## src/rtl/axis_arb_pkg.sv

```systemverilog
// Shared types and helpers for the AXIS round-robin packet arbiter.
// Latency: n/a (types and combinational helper only).
// Backpressure: n/a.
package axis_arb_pkg;

    localparam int MAX_SRC = 8;

    typedef enum logic {
        IDLE   = 1'b0,
        ACTIVE = 1'b1
    } arb_state_t;

    // First requester strictly after `last`, searching upward and wrapping at n_src.
    // Returns `last` unchanged when nobody requests (callers only use it when req != 0).
    function automatic logic [2:0] rr_pick(input logic [MAX_SRC-1:0] req,
                                           input logic [2:0]         last,
                                           input int                 n_src);
        logic [2:0] pick;
        int         idx;
        pick = last;
        // Walk from farthest to nearest so the nearest requester wins.
        for (int k = MAX_SRC; k >= 1; k--) begin
            idx = (int'(last) + k) % n_src;
            if ((k <= n_src) && req[3'(idx)]) begin
                pick = 3'(idx);
            end
        end
        return pick;
    endfunction

endpackage

```

## src/rtl/axis_skid_buffer.sv

```systemverilog
// Two-entry valid/ready register slice with a registered upstream ready.
// Latency: 1 cycle from input accept to o_m_vld; 1 beat/clk when i_m_rdy stays high.
// Backpressure: o_s_rdy drops the cycle after a stall fills the skid entry; o_m_dat holds while stalled.
module axis_skid_buffer #(
    parameter int W = 8
) (
    input  logic         clk,
    input  logic         rst,
    input  logic         i_s_vld,
    output logic         o_s_rdy,
    input  logic [W-1:0] i_s_dat,
    output logic         o_m_vld,
    input  logic         i_m_rdy,
    output logic [W-1:0] o_m_dat,
    output logic         o_busy
);

    logic         r_m_vld;
    logic [W-1:0] r_m_dat;
    logic         r_skid_vld;
    logic [W-1:0] r_skid_dat;
    logic         r_s_rdy;
    logic         w_push;
    logic         w_pop;

    assign w_push  = i_s_vld && r_s_rdy;
    assign w_pop   = r_m_vld && i_m_rdy;
    assign o_s_rdy = r_s_rdy;
    assign o_m_vld = r_m_vld;
    assign o_m_dat = r_m_dat;
    assign o_busy  = r_m_vld || r_skid_vld;

    // Main/skid register update; r_s_rdy always mirrors "skid entry empty".
    always_ff @(posedge clk) begin
        if (rst) begin
            r_m_vld    <= 1'b0;
            r_m_dat    <= '0;
            r_skid_vld <= 1'b0;
            r_skid_dat <= '0;
            r_s_rdy    <= 1'b1;
        end else if (r_skid_vld) begin
            // Upstream is held off; drain the skid entry into main when it frees.
            if (w_pop) begin
                r_m_dat    <= r_skid_dat;
                r_skid_vld <= 1'b0;
                r_s_rdy    <= 1'b1;
            end
        end else if (w_push) begin
            if (!r_m_vld || i_m_rdy) begin
                r_m_vld <= 1'b1;
                r_m_dat <= i_s_dat;
            end else begin
                r_skid_vld <= 1'b1;
                r_skid_dat <= i_s_dat;
                r_s_rdy    <= 1'b0;
            end
        end else if (w_pop) begin
            r_m_vld <= 1'b0;
        end
    end

endmodule

```

## src/rtl/axis_rr_packet_arbiter.sv

```systemverilog
// Round-robin arbiter sharing one AXIS port among N_SRC streams; grant held per packet or burst.
// Latency: 1 arbitration cycle per grant, then 1 cycle input accept to m_axis_tvalid.
// Backpressure: s_axis_tready of the granted source follows the slice's registered ready.
module axis_rr_packet_arbiter
    import axis_arb_pkg::*;
#(
    parameter int N_SRC     = 4,
    parameter int DWIDTH    = 8,
    parameter int IDW       = 2,
    parameter int USE_TLAST = 1,
    parameter int MAX_BURST = 16
) (
    input  logic                    clk,
    input  logic                    rst,
    input  logic                    enable,
    input  logic [N_SRC*DWIDTH-1:0] s_axis_tdata,
    input  logic [N_SRC-1:0]        s_axis_tvalid,
    input  logic [N_SRC-1:0]        s_axis_tlast,
    output logic [N_SRC-1:0]        s_axis_tready,
    output logic [DWIDTH-1:0]       m_axis_tdata,
    output logic [IDW-1:0]          m_axis_tid,
    output logic                    m_axis_tlast,
    output logic                    m_axis_tvalid,
    input  logic                    m_axis_tready,
    output logic                    busy,
    output logic [31:0]             pkt_count
);

    localparam int GW = (N_SRC > 1) ? $clog2(N_SRC) : 1;

    typedef struct packed {
        logic [IDW-1:0]    tid;
        logic              tlast;
        logic [DWIDTH-1:0] tdata;
    } beat_t;

    arb_state_t         r_state;
    arb_state_t         w_state_nxt;
    logic [GW-1:0]      r_grant;
    logic [GW-1:0]      r_last_grant;
    logic [GW-1:0]      w_pick;
    logic [8:0]         r_beat_cnt;
    logic [31:0]        r_pkt_count;
    logic [MAX_SRC-1:0] w_req;
    logic [DWIDTH-1:0]  w_src_dat [N_SRC];
    logic               w_sel_vld;
    logic               w_sel_last;
    logic               w_slice_rdy;
    logic               w_slice_busy;
    logic               w_slice_vld;
    logic               w_accept;
    logic               w_release;
    logic               w_start;
    beat_t              w_in_beat;
    beat_t              w_out_beat;

    for (genvar g = 0; g < N_SRC; g++) begin : g_src
        assign w_src_dat[g] = s_axis_tdata[g*DWIDTH +: DWIDTH];
    end

    // Widen the request vector to the helper's fixed width.
    always_comb begin
        w_req              = '0;
        w_req[N_SRC-1:0]   = s_axis_tvalid;
    end

    assign w_pick     = GW'(rr_pick(w_req, 3'(r_last_grant), N_SRC));
    assign w_sel_vld  = s_axis_tvalid[r_grant];
    assign w_sel_last = s_axis_tlast[r_grant];
    assign w_start    = (r_state == IDLE) && enable && (|s_axis_tvalid);
    assign w_accept   = (r_state == ACTIVE) && w_sel_vld && w_slice_rdy;

    if (USE_TLAST != 0) begin : g_rel_tlast
        assign w_release = w_accept && w_sel_last;
    end else begin : g_rel_burst
        // Burst ends on the MAX_BURST-th beat, or as soon as the source goes quiet after sending.
        assign w_release = (w_accept && ((r_beat_cnt + 9'd1) == 9'(MAX_BURST)))
                        || ((r_state == ACTIVE) && !w_sel_vld && (r_beat_cnt != 9'd0));
    end

    // State register.
    always_ff @(posedge clk) begin
        if (rst) begin
            r_state <= IDLE;
        end else begin
            r_state <= w_state_nxt;
        end
    end

    // Next-state: one idle arbitration cycle, then hold until the release condition.
    always_comb begin
        w_state_nxt = r_state;
        case (r_state)
            IDLE:    if (w_start)   w_state_nxt = ACTIVE;
            ACTIVE:  if (w_release) w_state_nxt = IDLE;
            default: w_state_nxt = IDLE;
        endcase
    end

    // Outputs: only the granted source sees ready, and only while ACTIVE.
    always_comb begin
        s_axis_tready = '0;
        if (r_state == ACTIVE) begin
            s_axis_tready[r_grant] = w_slice_rdy;
        end
    end

    // Grant bookkeeping; last_grant resets to N_SRC-1 so source 0 wins first.
    always_ff @(posedge clk) begin
        if (rst) begin
            r_grant      <= '0;
            r_last_grant <= GW'(N_SRC - 1);
            r_beat_cnt   <= '0;
            r_pkt_count  <= '0;
        end else begin
            if (w_start) begin
                r_grant      <= w_pick;
                r_last_grant <= w_pick;
                r_beat_cnt   <= '0;
            end
            if (w_accept) begin
                r_beat_cnt <= r_beat_cnt + 9'd1;
            end
            if (w_release) begin
                r_pkt_count <= r_pkt_count + 32'd1;
            end
        end
    end

    assign w_in_beat.tid   = IDW'(r_grant);
    assign w_in_beat.tlast = (USE_TLAST != 0) ? w_sel_last : 1'b0;
    assign w_in_beat.tdata = w_src_dat[r_grant];

    axis_skid_buffer #(
        .W ($bits(beat_t))
    ) u_slice (
        .clk     (clk),
        .rst     (rst),
        .i_s_vld (w_accept),
        .o_s_rdy (w_slice_rdy),
        .i_s_dat (w_in_beat),
        .o_m_vld (w_slice_vld),
        .i_m_rdy (m_axis_tready),
        .o_m_dat (w_out_beat),
        .o_busy  (w_slice_busy)
    );

    assign m_axis_tvalid = w_slice_vld;
    assign m_axis_tdata  = w_out_beat.tdata;
    assign m_axis_tid    = w_out_beat.tid;
    assign m_axis_tlast  = w_out_beat.tlast;
    assign busy          = (r_state == ACTIVE) || w_slice_busy;
    assign pkt_count     = r_pkt_count;

endmodule

```

## config.mk

```make
export PLATFORM = sky130hd
export DESIGN_NAME = axis_rr_packet_arbiter
export DESIGN_NICKNAME = d
export VERILOG_FILES = /design/src/rtl/axis_arb_pkg.sv /design/src/rtl/axis_skid_buffer.sv /design/src/rtl/axis_rr_packet_arbiter.sv
export SDC_FILE = /design/constraint.sdc
export NUM_CORES = 1
export LEC_CHECK = 0
export ABC_AREA = 1
export BUFFER_PORTS_ARGS = -buffer_cell sky130_fd_sc_hd__buf_2
export CAP_MARGIN = 40
export CORE_MARGIN = 5
export CORE_UTILIZATION = 40
export DETAILED_ROUTE_END_ITERATION = 16
export GPL_ROUTABILITY_DRIVEN = 0
export PLACE_DENSITY_LB_ADDON = 0.25
export REMOVE_ABC_BUFFERS = 1
export SLEW_MARGIN = 20
export SYNTH_ARGS = -nofsm -noshare
export SYNTH_HDL_FRONTEND = slang
export SYNTH_SLANG_ARGS = --single-unit
```

## constraint.sdc

```tcl
create_clock -name clk -period 1.5 [get_ports clk]
set_clock_uncertainty 0.05 [all_clocks]
set_input_delay 0.075 -clock clk [delete_from_list [all_inputs] [get_ports clk]]
set_output_delay 0.075 -clock clk [all_outputs]
set_load 0.05 [all_outputs]
```

==> results of run 1 <==
## flip-flops by register name (all words and copies together), names as in the netlist
register / cells
u_slice.o_m_dat: 11
pkt_count: 32
u_slice.r_skid_dat: 11
r_grant: 2
u_slice.o_m_vld: 1
r_state: 1
r_last_grant: 2
u_slice.o_s_rdy: 1
u_slice.r_skid_vld: 1
## area by class of cell
class / instances / area (um^2)
fill: 822 / 3630
sequential: 62 / 1270
timing repair buffer: 184 / 1300
inverter: 35 / 144
clock buffer: 13 / 149
clock inverter: 3 / 67.6
multi-input combinational: 467 / 2410
tap: 111 / 139
## metrics by stage
step / util, % / area [um^2] / setup TNS, ns / setup slack, ns
CTS: 55.0 / 5010 / -1.05 / -0.0559
global route: 60.1 / 5480 / -7.57 / -0.213
floorplan: - / 3510 / -24.69 / -0.641
detailed placement: 51.0 / 4650 / -6.03 / -0.177
global placement: 51.0 / 4650 / -4.10 / -0.128
finish: 60.1 / 5480 / -2.92 / -0.114
## repair_timing
item,in CTS,in global routing
endpoints found under the hold margin,1,0
pin swaps,5,35
endpoints found under the setup margin,63,64
setup buffers,5,12
gates cloned,0,6
resized for setup,34,85
hold buffers,1,0
## cells by family (layout without fill, tap and decap cells)
group                    after synthesis  count (layout)  share of synthesized area [%]
AND/OR/NAND/NOR                      375             375                           43.0
AO/OA/AOI/OAI                         68              68                           9.28
flip-flops                            62              62                           33.8
buffers and inverters                 58             235                           7.78
XOR/XNOR                              14              14                           3.34
multiplexers                           9               9                           2.46
adder cells (fa/ha/maj)                1               1                          0.341
## where the power goes
group	internal (mW)	switching (mW)	leakage [nW]
sequential	1.70	0.0550	0.508
combinational	0.459	0.666	1.83
clock	0.984	0.673	0.104
total	3.15	1.39	2.44
## placed cells by master (no fill, tap or decap), drive strengths merged, types with 2 or more instances in the layout
cell type  instances
mux2i              9
buf              179
a21oi             52
nor2              98
bufinv             2
clkbuf            17
nand3b             8
nand2            215
nand3             34
dfxtp             62
nor3               6
xor2               7
inv               35
o21ai             16
xnor2              7
nand4             11
## per-layer routing
layer / vias up / wire length (um)
li1: 2213 / -
met1: 1991 / 4910
met2: 160 / 6030
met3: 33 / 826
met4: 0 / 324
met5: - / 0
## worst max-delay path, delay by kind of cell (launching register included)
kind	cells	cell delay (ns)
buffers and inverters	3	0.33
AND/OR/NAND/NOR	8	0.72
flip-flops	1	0.41
## worst paths after layout
kind,from,endpoint,slack [ns],cells after the start
setup / recovery,r_grant[0],pkt_count[15],-0.11,11
hold / removal,rst,pkt_count[26],0.05,3
setup reg to reg,r_grant[0],pkt_count[15],-0.11,11
hold reg to reg,u_slice.r_skid_dat[8],u_slice.r_skid_dat[8],0.41,2
==> results.toml, run 1 <==
[final_layout]
antenna_cells = 0
nets = 804
drive_gt1_share_pct = 38.5
synthToLayoutAreaGrowth_pct = 49.3
final_cell_count_no_fill = 875

[setup_path]
worst_setup_path_end_kind = "register"
critical_path_class = "reg2reg"
worstPathArrival_ns = 1.80
slowest_stage = "dfxtp_4"
worstPathCellList = "inv_4 -> nor2_4 -> nand2_2 -> nand4_4 -> nand2_4 -> nor2_8 -> buf_12 -> clkbuf_16 -> nand3_2 -> nand2_1 -> nor2_1"
max_stage_delay_ns = 0.41
cp_max_fo = 5
crit_required_ns = 1.69
cp-start-kind = "register"

[routing]
ant_nets = 0
initialDrtViolationCount = 169
vias_per_cell = 5.03
drt-total-wl_um = 12100
wl_per_cell_um = 13.8
num_vias = 4397
first_pass_iters = 4
drc = 0

[run_status]
violations = "setup timing"
status = "finished, violations left"

[global_route]
grt_use_met2_pct = 35.5
met1_usage_pct = 23.0
grtUsageMet3_pct = 5.21
grt_pass1_vias = 4037
grt.total_usage_pct = 19.8
grt_pass1_wl_um = 18200
grt_max_degree = 34
top_usage_layer = "met2"
grt-ovfl-total = 0
antenna_found_initial = 0

[clock_tree]
cts_buffers = 9
cts_tree = "done"
cts_max_level = 3
path_clk_slew_ns = 0.07
clockRootBuffer = "clkbuf_8"
cts.sinks = 62
clockBufferDepth = 2
clk_latency_ns = 0.35

[yosys]
avgSynthCellArea_um2 = 6.25
synth.yosys.warnings = 0
synth.top_cells.by_area = "dfxtp_1 (34%), nand2_1 (22%), nor2_1 (9.4%)"
netlist_area_um2 = 3670
ys_seq_area_share_pct = 33.8
synth_top_cell_area_share_pct = 33.8
ys_types = 30
synth.ff_latch_count = 62
netlist_top_cells_count = "nand2_1 (212), nor2_1 (92), dfxtp_1 (62)"
yosysMostFrequentCell = "nand2_1"
post-synth-top-area-cell = "dfxtp_1"
async_reset_ff_share_pct = 0
synth-edff-count = 0
ys.flop_type = "dfxtp_1"
syn_inst = 587

[job]
maxCapViolCount = 0

[placed_design]
dp_hpwl_um = 8230
io_buffers = 92
dp_cells = 835

[timing]
period_share_pct = 108
drv_slew = 0
grt_setup_unrepaired = "yes"
relSlewSlack_pct = 72.2
min_period_ns = 1.61
hold_viol = 0
holdWs_ns = 0.0522
worstMarginPinSlew_ns = 0.414
setup_violations = 51
max_freq_mhz = 620
setup_ws_ns = -0.114

[floorplanning]
dieArea_um2 = 11200
io_pins = 93
initial_core_util_pct = 40.3
chipHeight_um = 106
core_um2 = 9110
die_w_um = 106
row_count = 35

[pwr]
leakage_nw = 2.44
finalPower_mw = 4.54
p_per_area_nw_per_um2 = 829
vdd_drop_max_uv = 473

[min_path]
min-delay-path-class = "in2reg"
(Power assumes the default switching activity.)
==> run 2: changes to the inputs <==
--- a/config.mk
+++ b/config.mk
@@ -12,9 +12,9 @@
 export CORE_UTILIZATION = 40
 export DETAILED_ROUTE_END_ITERATION = 16
 export GPL_ROUTABILITY_DRIVEN = 0
-export PLACE_DENSITY_LB_ADDON = 0.25
+export PLACE_DENSITY_LB_ADDON = 0.3
 export REMOVE_ABC_BUFFERS = 1
-export SLEW_MARGIN = 20
+export SKIP_LAST_GASP = 1
 export SYNTH_ARGS = -nofsm -noshare
 export SYNTH_HDL_FRONTEND = slang
 export SYNTH_SLANG_ARGS = --single-unit
==> results.toml, run 2 (synthesized netlist as in run 1, its figures left out) <==
[run_status]
status = "finished, violations left"
violations = "setup timing"

[timing]
setup_violations = 52
period_share_pct = 107
hold_viol = 0
setup_ws_ns = -0.112
min_period_ns = 1.61
relSlewSlack_pct = 73.7
holdWs_ns = 0.0472
worstMarginPinSlew_ns = 0.392
grt_setup_unrepaired = "yes"
drv_slew = 0
max_freq_mhz = 620

[setup_path]
cpMostUsedCell = "nand2_1"
r2r_start = "r_grant[1]"
max_stage_delay_ns = 0.42
worstPathArrival_ns = 1.83
cp-start-kind = "register"
worst_setup_path_end_kind = "register"
slowest_stage = "dfxtp_4"
crit_start = "r_grant[1]"
crit_required_ns = 1.72
cp_max_fo = 19
worstPathCellList = "inv_4 -> nor2_4 -> nand2_1 -> nand4_1 -> inv_2 -> nor2_8 -> buf_12 -> nand2_1 -> a21oi_1"
rrSetupSlack_ns = -0.11
critical_path_class = "reg2reg"

[global_route]
grt_pass1_wl_um = 18700
antenna_found_initial = 0
grt.total_usage_pct = 20.2
grt-ovfl-total = 0
grt_max_degree = 34
grt_pass1_vias = 4162

[routing]
first_pass_iters = 5
vias_per_cell = 5.05
drc = 0
wl_per_cell_um = 13.8
num_vias = 4363
ant_nets = 0
initialDrtViolationCount = 201
drt-total-wl_um = 11900

[pwr]
leakage_nw = 2.39
finalPower_mw = 4.76
vdd_drop_max_uv = 702
p_per_area_nw_per_um2 = 874

[final_layout]
final_cell_count_no_fill = 864
utilization_pct = 59.7
multi_input_area_um2 = 2420
synthToLayoutAreaGrowth_pct = 48.3
layout_commonest_cell = "nand2_1"
fin_area_um2 = 5440
register_area_um2 = 1270
nets = 793
layout_common_cells = "nand2_1 (189), buf_2 (89), nor2_1 (78)"
largest_reg_flops = 32
fillers = 818
antenna_cells = 0
drive_gt1_share_pct = 37.6

[placed_design]
dp_cells = 831
post_dp_cell_area_um2 = 4630
dp_hpwl_um = 8450
io_buffers = 92

[clock_tree]
clk_latency_ns = 0.35
cts_max_level = 3
cts.sinks = 62
clockRootBuffer = "clkbuf_8"
clockBufferDepth = 2
cts_tree = "done"
cts_buffers = 9
path_clk_slew_ns = 0.07

[job]
maxCapViolCount = 0

[min_path]
min_from = "rst"
min-delay-path-class = "in2reg"

[floorplanning]
initial_core_util_pct = 40.3
io_pins = 93
chipHeight_um = 106
row_count = 35
dieArea_um2 = 11200
die_w_um = 106
core_um2 = 9110
## run 2: final timing paths
path                                           end  cells past startpoint
worst min-delay path                 pkt_count[27]                      3
worst max-delay path                 pkt_count[23]                      9
worst max register to register       pkt_count[23]                      9
worst min register to register  u_slice.o_m_dat[8]                      2
## run 2: where the power goes
group	internal [mW]	switching [mW]	total (mW)
logic	0.471	0.701	1.17
registers	1.70	0.0604	1.77
clock network	1.11	0.712	1.82
total	3.28	1.47	4.76
## run 2: cell type report
cell class	count	share of cell area (%)
Tap cell	111	2.55
Clock inverter	7	2.25
Sequential cell	62	23.3
Clock buffer	9	2.28
Inverter	35	2.83
Timing Repair Buffer	173	22.4
Multi-Input combinational cell	467	44.4
## run 2: layer usage
| metal | part of all wire (%) | up-vias | GRT usage, % |
|---|---|---|---|
| li1 | - | 2203 | - |
| met1 | 41 | 1996 | 23.5 |
| met2 | 51 | 141 | 37.0 |
| met3 | 5.6 | 23 | 5.02 |
| met4 | 2.5 | 0 | 4.72 |
| met5 | 0 | - | 0 |
## run 2: metrics by stage
step / setup slack [ns] / TNS, ns
final: -0.112 / -3.15
after global routing: -0.221 / -8.01
after floorplan: -0.641 / -24.69
after CTS: -0.0432 / -0.707
after global placement: -0.102 / -2.83
after detailed placement: -0.185 / -6.01
## run 2: critical path, delay by kind of cell (launching register included)
kind            cells  cell delay, ns
compound gates      1            0.16
buf+inv             3            0.31
flops               1            0.42
simple gates        5            0.58
## run 2: what timing repair did
action / in CTS / in global routing
gates resized for setup: 30 / 99
hold buffers: 1 / 0
setup endpoints to repair: 64 / 64
buffers inserted: 2 / 12
endpoints found under the hold margin: 1 / 0
cloned: 0 / 4
pin swaps: 1 / 23
==> run 3: changes to the inputs <==
--- a/config.mk
+++ b/config.mk
@@ -5,7 +5,6 @@
 export SDC_FILE = /design/constraint.sdc
 export NUM_CORES = 1
 export LEC_CHECK = 0
-export ABC_AREA = 1
 export BUFFER_PORTS_ARGS = -buffer_cell sky130_fd_sc_hd__buf_2
 export CAP_MARGIN = 40
 export CORE_MARGIN = 5
@@ -14,6 +13,8 @@
 export GPL_ROUTABILITY_DRIVEN = 0
 export PLACE_DENSITY_LB_ADDON = 0.3
 export REMOVE_ABC_BUFFERS = 1
+export SETUP_SLACK_MARGIN = 0.4
+export SKIP_CTS_REPAIR_TIMING = 1
 export SKIP_LAST_GASP = 1
 export SYNTH_ARGS = -nofsm -noshare
 export SYNTH_HDL_FRONTEND = slang
==> results.toml, run 3 <==
[routing]
initialDrtViolationCount = 164
first_pass_iters = 4
ant_nets = 0
wl_per_cell_um = 15.2
vias_per_cell = 5.27
drc = 0
num_vias = 3331
drt-total-wl_um = 9590

[clock_tree]
clockRootBuffer = "clkbuf_8"
path_clk_slew_ns = 0.07
cts.sinks = 62
cts_max_level = 3
clk_latency_ns = 0.34
clockBufferDepth = 2
cts_buffers = 9
cts_tree = "done"

[setup_path]
cp-start-kind = "register"
worst_setup_path_end_kind = "register"
r2r_start = "pkt_count[9]"
critical_path_class = "reg2reg"
r2r_end = "pkt_count[26]"
crit_required_ns = 1.73
cp_max_fo = 6
reg2reg_depth = 6
worstPathArrival_ns = 2.07
rrSetupSlack_ns = -0.34

[timing]
drv_slew = 0
worstMarginPinSlew_ns = 0.410
holdWs_ns = 0.0430
grt_setup_unrepaired = "yes"
min_period_ns = 1.84
fin_tns_setup_ns = -11.77
relSlewSlack_pct = 72.7
period_share_pct = 122
hold_viol = 0
setup_ws_ns = -0.335
setup_violations = 59
max_freq_mhz = 545

[floorplanning]
initial_core_util_pct = 40.8
core_um2 = 7650
chipHeight_um = 98.3
row_count = 32
dieArea_um2 = 9670
io_pins = 93
die_w_um = 98.3

[final_layout]
nets = 570
layout_common_cells = "buf_4 (57), buf_2 (46), nor2_1 (41)"
layout_commonest_cell = "buf_4"
final_cell_count_no_fill = 632
fin_area_um2 = 5210
utilization_pct = 68.1
largest_reg_flops = 32
drive_gt1_share_pct = 50.5
synthToLayoutAreaGrowth_pct = 66.9

[yosys]
netlist_top_cells_count = "dfxtp_1 (62), nor2_1 (43), a21oi_1 (38)"
synth_top_cell_area_share_pct = 39.8
yosysMostFrequentCell = "dfxtp_1"
synth.top_cells.by_area = "dfxtp_1 (40%), mux4_2 (6.5%), a21oi_1 (6.1%)"
post-synth-top-area-cell = "dfxtp_1"
ys_types = 41
netlist_area_um2 = 3120
synth-edff-count = 0
async_reset_ff_share_pct = 0
ys.flop_type = "dfxtp_1"
ys_seq_area_share_pct = 39.8
synth.ff_latch_count = 62
avgSynthCellArea_um2 = 8.70
syn_inst = 359
synth.yosys.warnings = 0

[job]
maxCapViolCount = 0

[global_route]
grt_pass1_vias = 2973
grt.total_usage_pct = 17.0
antenna_found_initial = 1
grt_pass1_wl_um = 13700
grt-ovfl-total = 0
grt_max_degree = 27

[placed_design]
post-place-ws_ns = -0.349
io_buffers = 92
post_dp_cell_area_um2 = 4160
dp_cells = 596
dp_hpwl_um = 6320

[pwr]
p_per_area_nw_per_um2 = 844
vdd_drop_max_uv = 441
finalPower_mw = 4.39
leakage_nw = 2.06

[min_path]
min_from = "m_axis_tready"
holdPathEnd = "u_slice.o_s_rdy"
min-delay-path-class = "in2reg"
whs_path_depth = 3

[run_status]
violations = "setup timing"
status = "finished, violations left"
-- run 3: cell count changes after synthesis, moves of 14 or more --
cell / previous run / this run
nor2_1: 92 / 43
nand2_1: 212 / 25
inv_1: 31 / 10
nand3_1: 34 / 18
or3_1: 0 / 15
a21oi_1: 52 / 38
-- run 3: cell type report --
class | instances | area (um^2)
Clock inverter | 3 | 67.6
Inverter | 10 | 37.5
Timing Repair Buffer | 179 | 1630
Sequential cell | 62 | 1300
Antenna cell | 1 | 2.50
Tap cell | 102 | 128
Fill cell | 575 | 2440
Multi-Input combinational cell | 263 | 1890
Clock buffer | 12 | 155
-- run 3: layer usage --
metal	track usage, %	part of all wire (%)	up-vias
met5	0	0.14	-
met4	5.15	1.0	2
met3	4.79	5.6	17
met2	27.7	50	89
met1	22.0	43	1587
li1	-	-	1636
-- run 3: critical path, cell delays in order, from the launching register on --
cell     delay, ns
dfxtp_4       0.38
nand3_4       0.08
nor4_4        0.40
nand4_1       0.21
buf_6         0.19
or3_1         0.36
a21oi_2       0.11
-- run 3: logic make-up after synthesis --
group	Yosys count	share of synthesized area, %
DFF	62	39.8
buffers and inverters	34	4.77
and+or+nand+nor	144	25.0
AOI/OAI and AO/OA	78	14.3
xor gates and xnor gates	15	4.21
adders and majority gates	1	0.401
muxes	25	11.6
-- run 3: worst max-delay path by stage --
stage          cells after the start            end  slack, ns           from
2_1_floorplan                      5  pkt_count[26]      -1.87     r_grant[0]
3_3_place_gp                       6  pkt_count[31]      -0.32     r_grant[0]
3_5_place_dp                       6  pkt_count[15]      -0.35     r_grant[0]
4_1_cts                            6  pkt_count[31]      -0.37     r_grant[0]
5_1_grt                            6  pkt_count[26]      -0.45  pkt_count[10]
6_report                           6  pkt_count[26]      -0.34   pkt_count[9]
-- run 3: report_power, final --
| part | leakage, nW | internal, mW | switching, mW |
|---|---|---|---|
| registers | 0.518 | 1.70 | 0.0522 |
| logic | 1.43 | 0.450 | 0.527 |
| clock network | 0.109 | 1.02 | 0.646 |
| total | 2.06 | 3.17 | 1.22 |
